--- src/rtl/byte_encode_stream.sv ---
// Streaming ByteEncode_d: packs 256 d-bit coefficients per polynomial into OUT_BYTES-wide words, LSB-first.
// Optional range check on accepted coefficients is enabled by defining BYTE_ENCODE_STREAM_RANGE_CHECK_EN.
module byte_encode_stream #(
    parameter int COEF_W    = 16,
    parameter int D_MAX     = 12,
    parameter int OUT_BYTES = 4
) (
    input  logic                   clk_i,
    input  logic                   rst_ni,
    input  logic                   start_i,
    input  logic [3:0]             d_i,
    output logic                   busy_o,
    input  logic [COEF_W-1:0]      coef_i,
    input  logic                   coef_valid_i,
    output logic                   coef_ready_o,
    output logic [8*OUT_BYTES-1:0] out_data_o,
    output logic                   out_valid_o,
    input  logic                   out_ready_i,
    output logic                   out_last_o,
    output logic                   done_o,
    output logic                   err_o
);
    localparam int OUT_W = 8 * OUT_BYTES;
    localparam int ACC_W = OUT_W + D_MAX - 1;
    localparam int CNT_W = $clog2(ACC_W + 1);
    localparam int OB_SH = $clog2(OUT_BYTES);

    typedef enum logic [1:0] {IDLE, RUN, DRAIN} state_t;

    state_t             state_q, state_d;
    logic [3:0]         d_q, d_d;
    logic [ACC_W-1:0]   acc_q, acc_d;
    logic [CNT_W-1:0]   acc_cnt_q, acc_cnt_d;
    logic [8:0]         coef_cnt_q, coef_cnt_d;
    logic [9:0]         word_cnt_q, word_cnt_d;
    logic               done_q;

    logic               start_accept;
    logic               coef_fire;
    logic               out_fire;
    logic [COEF_W-1:0]  coef_mask;
    logic [COEF_W-1:0]  coef_bits;
    logic [9:0]         words_last;

    assign start_accept = (state_q == IDLE) && start_i && (d_i != 4'd0) && (d_i <= 4'(D_MAX));
    assign coef_mask    = ~({COEF_W{1'b1}} << d_q);
    assign coef_bits    = coef_i & coef_mask;
    // 32*d bytes per polynomial divided into OUT_BYTES-wide words
    assign words_last   = ((({6'd0, d_q}) << 5) >> OB_SH) - 10'd1;

    // All handshake outputs decode registered state only, so no input-to-output paths exist.
    assign busy_o       = (state_q != IDLE);
    assign coef_ready_o = (state_q == RUN) && (acc_cnt_q < CNT_W'(OUT_W));
    assign out_valid_o  = (acc_cnt_q >= CNT_W'(OUT_W));
    assign out_data_o   = acc_q[OUT_W-1:0];
    assign out_last_o   = out_valid_o && (word_cnt_q == words_last);
    assign done_o       = done_q;
    assign coef_fire    = coef_valid_i && coef_ready_o;
    assign out_fire     = out_valid_o && out_ready_i;

    always_comb begin
        state_d    = state_q;
        d_d        = d_q;
        acc_d      = acc_q;
        acc_cnt_d  = acc_cnt_q;
        coef_cnt_d = coef_cnt_q;
        word_cnt_d = word_cnt_q;
        unique case (state_q)
            IDLE: begin
                if (start_accept) begin
                    state_d    = RUN;
                    d_d        = d_i;
                    acc_d      = '0;
                    acc_cnt_d  = '0;
                    coef_cnt_d = '0;
                    word_cnt_d = '0;
                end
            end
            default: begin
                // Drain first so a same-cycle append lands at the post-shift fill level.
                if (out_fire) begin
                    acc_d      = acc_q >> OUT_W;
                    acc_cnt_d  = acc_cnt_q - CNT_W'(OUT_W);
                    word_cnt_d = word_cnt_q + 10'd1;
                end
                if (coef_fire) begin
                    acc_d      = acc_d | (ACC_W'(coef_bits) << acc_cnt_d);
                    acc_cnt_d  = acc_cnt_d + CNT_W'(d_q);
                    coef_cnt_d = coef_cnt_q + 9'd1;
                    if (coef_cnt_q == 9'd255) state_d = DRAIN;
                end
                if (out_fire && out_last_o) state_d = IDLE;
            end
        endcase
    end

    // NOTE: state registers use non-blocking assignments so every flop samples pre-edge values.
    always_ff @(posedge clk_i or negedge rst_ni) begin
        if (!rst_ni) begin
            state_q    <= IDLE;
            d_q        <= '0;
            acc_q      <= '0;
            acc_cnt_q  <= '0;
            coef_cnt_q <= '0;
            word_cnt_q <= '0;
            done_q     <= 1'b0;
        end else begin
            state_q    <= state_d;
            d_q        <= d_d;
            acc_q      <= acc_d;
            acc_cnt_q  <= acc_cnt_d;
            coef_cnt_q <= coef_cnt_d;
            word_cnt_q <= word_cnt_d;
            done_q     <= out_fire && out_last_o;
        end
    end

`ifdef BYTE_ENCODE_STREAM_RANGE_CHECK_EN
    logic err_q;
    logic range_bad;

    // d = 12 carries values mod q = 3329; smaller d must fit in d bits
    assign range_bad = (d_q == 4'd12) ? (coef_i >= COEF_W'(3329))
                                      : ((coef_i & ~coef_mask) != '0);

    always_ff @(posedge clk_i or negedge rst_ni) begin
        if (!rst_ni) begin
            err_q <= 1'b0;
        end else if (start_accept) begin
            err_q <= 1'b0;
        end else if (coef_fire && range_bad) begin
            err_q <= 1'b1;
        end
    end

    assign err_o = err_q;
`else
    assign err_o = 1'b0;
`endif

endmodule

--- config.mk ---
export PLATFORM = sky130hd
export DESIGN_NAME = byte_encode_stream
export DESIGN_NICKNAME = d
export VERILOG_FILES = /design/src/rtl/byte_encode_stream.sv
export SDC_FILE = /design/constraint.sdc
export NUM_CORES = 1
export LEC_CHECK = 0
export ABC_CLOCK_PERIOD_IN_PS = 2100
export CAP_MARGIN = 10
export CORE_UTILIZATION = 51
export CTS_CLUSTER_SIZE = 25
export DETAILED_ROUTE_END_ITERATION = 6
export GPL_ROUTABILITY_DRIVEN = 0
export GPL_TIMING_DRIVEN = 1
export PLACE_DENSITY = 0.77
export RECOVER_POWER = 50
export SYNTH_ARGS = -nofsm -noshare
export SYNTH_HDL_FRONTEND = slang
export SYNTH_SLANG_ARGS = --single-unit
--- constraint.sdc ---
create_clock -name clk_i -period 2.1 [get_ports clk_i]
set_input_delay 0.42 -clock clk_i [delete_from_list [all_inputs] [get_ports clk_i]]
set_output_delay 0.42 -clock clk_i [all_outputs]
set_load 0.02 [all_outputs]
==> impl_metrics.ini <==
[routing]
wire_per_inst_um = 22.5
drtAntennaViolNets = 0
first_iter_violations = 654
drt-total-wl_um = 18700
dr.pass1.iters = 7
viasPerCell = 6.57
drc = 1
num_vias = 5450

[yosys]
ys_ff_latch = 75
ys_async_sr_fraction = 1.00
syn-cell-area_mm2 = 0.00501
yosys_most_used_dff = dfrtp_1
syn_nets = 608
ys_seq_area_frac = 0.375
postSynthCellCount = 572
avgSynthCellArea_um2 = 8.76
synth_edf_count = 0
yosysWarnings = 0
synth_cell_type_count = 76

[flow_run]
cap_violations = 0

[grt]
grt_pass1_vias = 5056
antenna_found_initial = 0
grt_pass1_wl_um = 24500
met1_usage = 0.379
grt_overflow = 0
grt_util_met3 = 0.0652
grt_usage = 0.311
grt_max_degree = 43
grtUsageMet2 = 0.523
top_usage_layer = met2

[finish]
drive_above_1_share = 0.359
final_cell_mix = 87 x buf_4, 74 x nand2_1, 73 x dfrtp_1, 56 x clkdlybuf4s50_1, 30 x nor2_1
nets = 731
layout_commonest_cell = buf_4
syn_to_final_growth_pct = 45.6
antenna-diode-count = 0
layout.cells.non_filler = 829

[power]
peakVddDrop_v = 0.000685
power.leakage_uw = 0.00307
p_per_area_mw_per_mm2 = 1460
totalPowerFinal_uw = 10700

[cts]
tritoncts = done
clk_latency_ns = 0.36
ctsRootBufferMaster = clkbuf_8
clock_sinks = 75
cts.reportedPaths.clkPinSlew_ns = 0.08
h-tree-depth = 3
numCtsBuffers = 9
clock_path_buffers = 2

[floorplanning]
die_height_um = 101
die_area_mm2 = 0.0102
coreArea_mm2 = 0.00937
die_w_um = 101
io-pin-count = 63
row_count = 35
start_util = 0.535

[setup_path]
crit_chain = inv_4 -> buf_6 -> ha_4 -> and2_4 -> o21a_1 -> o31a_1 -> a2111oi_4 -> buf_4
arrival_ns = 2.12
timing.critical_path.buf_inv = 3
cp.required_ns = 1.68
cp_slowest_cell = dfrtp_2
path_delay_family = compound AO/OA/AOI/OAI gates
critPathMaxStageDelay_ns = 0.40
start_kind = flip-flop
critPathMaxFanout = 3
cp-end-kind = output port
critical_path_class = flip-flop to output port

[placement]
place_inst = 789
place_hpwl_um = 11100
portBuffers = 60

[sta]
final_hold_viol_count = 0
setup_viol = 42
tightest_slew_ns = 0.709
rsz0062_at_grt = yes
setup_ws_ns = -0.437
holdWs_ns = 0.486
report.final.slew_viol_count = 0
fmax_ghz = 0.394
slew-limit-headroom = 0.527
post-route-period-util = 1.21
fin_skew_ns = 0.0127
period_minus_slack_ns = 2.54

[run_status]
status = finished, violations left
violations = DRC, setup timing

[min_path]
hold_class = flip-flop to flip-flop
## synthesized netlist by cell type, drive strengths merged (10+ instances only)
cell / instances / area share
nand3: 12 / 0.012
inv: 17 / 0.013
nor2: 44 / 0.034
mux2i: 12 / 0.026
buf: 50 / 0.071
o22ai: 16 / 0.022
clkbuf: 15 / 0.011
o21ai: 45 / 0.045
nand2: 79 / 0.059
a21oi: 33 / 0.033
nor3: 11 / 0.012
ha: 10 / 0.025
dfrtp: 75 / 0.37
## path summary, 6_finish.rpt
path | startpoint | endpoint | slack, ns | cells past startpoint
min reg2reg | coef_cnt_q[7] | coef_cnt_q[7] | 0.49 | 1
min | coef_cnt_q[7] | coef_cnt_q[7] | 0.49 | 1
min in group asynchronous | rst_ni | acc_q[0] | 0.61 | 2
max | d_q[1] | out_last_o | -0.44 | 8
max in group asynchronous | rst_ni | d_q[1] | 0.33 | 3
max reg2reg | d_q[1] | acc_q[24] | -0.38 | 14
## metrics by stage
stage                     setup TNS [ns]  setup WS [ns]  cell area, um^2   util
final                             -10.59         -0.437             7300  0.779
after global routing              -13.51         -0.521             7300  0.779
after CTS                         -0.518         -0.381             6570  0.701
after detailed placement           -8.86         -0.516             6150  0.656
after global placement             -6.72         -0.485             6150  0.656
after floorplan                  -0.0991        -0.0519             5040      -
## report_power, final
part	switching [uW]	internal [uW]
clock network	607	557
logic	4000	3120
registers	452	1910
## kinds of logic (layout without fill, tap and decap cells)
family          count (synthesis)  after routing  synth area share
other cells                     1              1          0.000748
fa+ha+maj                      11             11            0.0290
buf+inv                        83            211            0.0961
flops                          75             75             0.375
mux                            17             17            0.0377
simple gates                  194            194             0.192
xor+xnor                       13             13            0.0227
compound gates                178            178             0.247
## registers in the layout (all words and copies together), names as in the netlist
register / flops
acc_cnt_q: 6
acc_q: 43
coef_cnt_q: 9
d_q: 4
done_o: 1
state_q: 2
word_cnt_q: 10
## what timing repair did
action	in CTS	in global routing
hold buffers	1	0
hold endpoints to repair	9	0
pin swaps	14	76
setup endpoints to repair	42	43
gates resized for setup	50	126
buffers inserted	4	21
## metal layers
metal  up-vias  share of wire
met5         -              0
met4         0          0.067
met3       135           0.10
met2       436           0.46
met1      2563           0.37
li1       2316              -
## cell type report
type	count	area (um^2)
clock buffers	9	124
multi-input cells	414	3340
flip-flops and latches	75	1880
fillers	602	2080
well taps	129	161
clock inverters	7	75.1
repair buffers	177	1640
inverters	18	73.8
(Power assumes the default switching activity.)
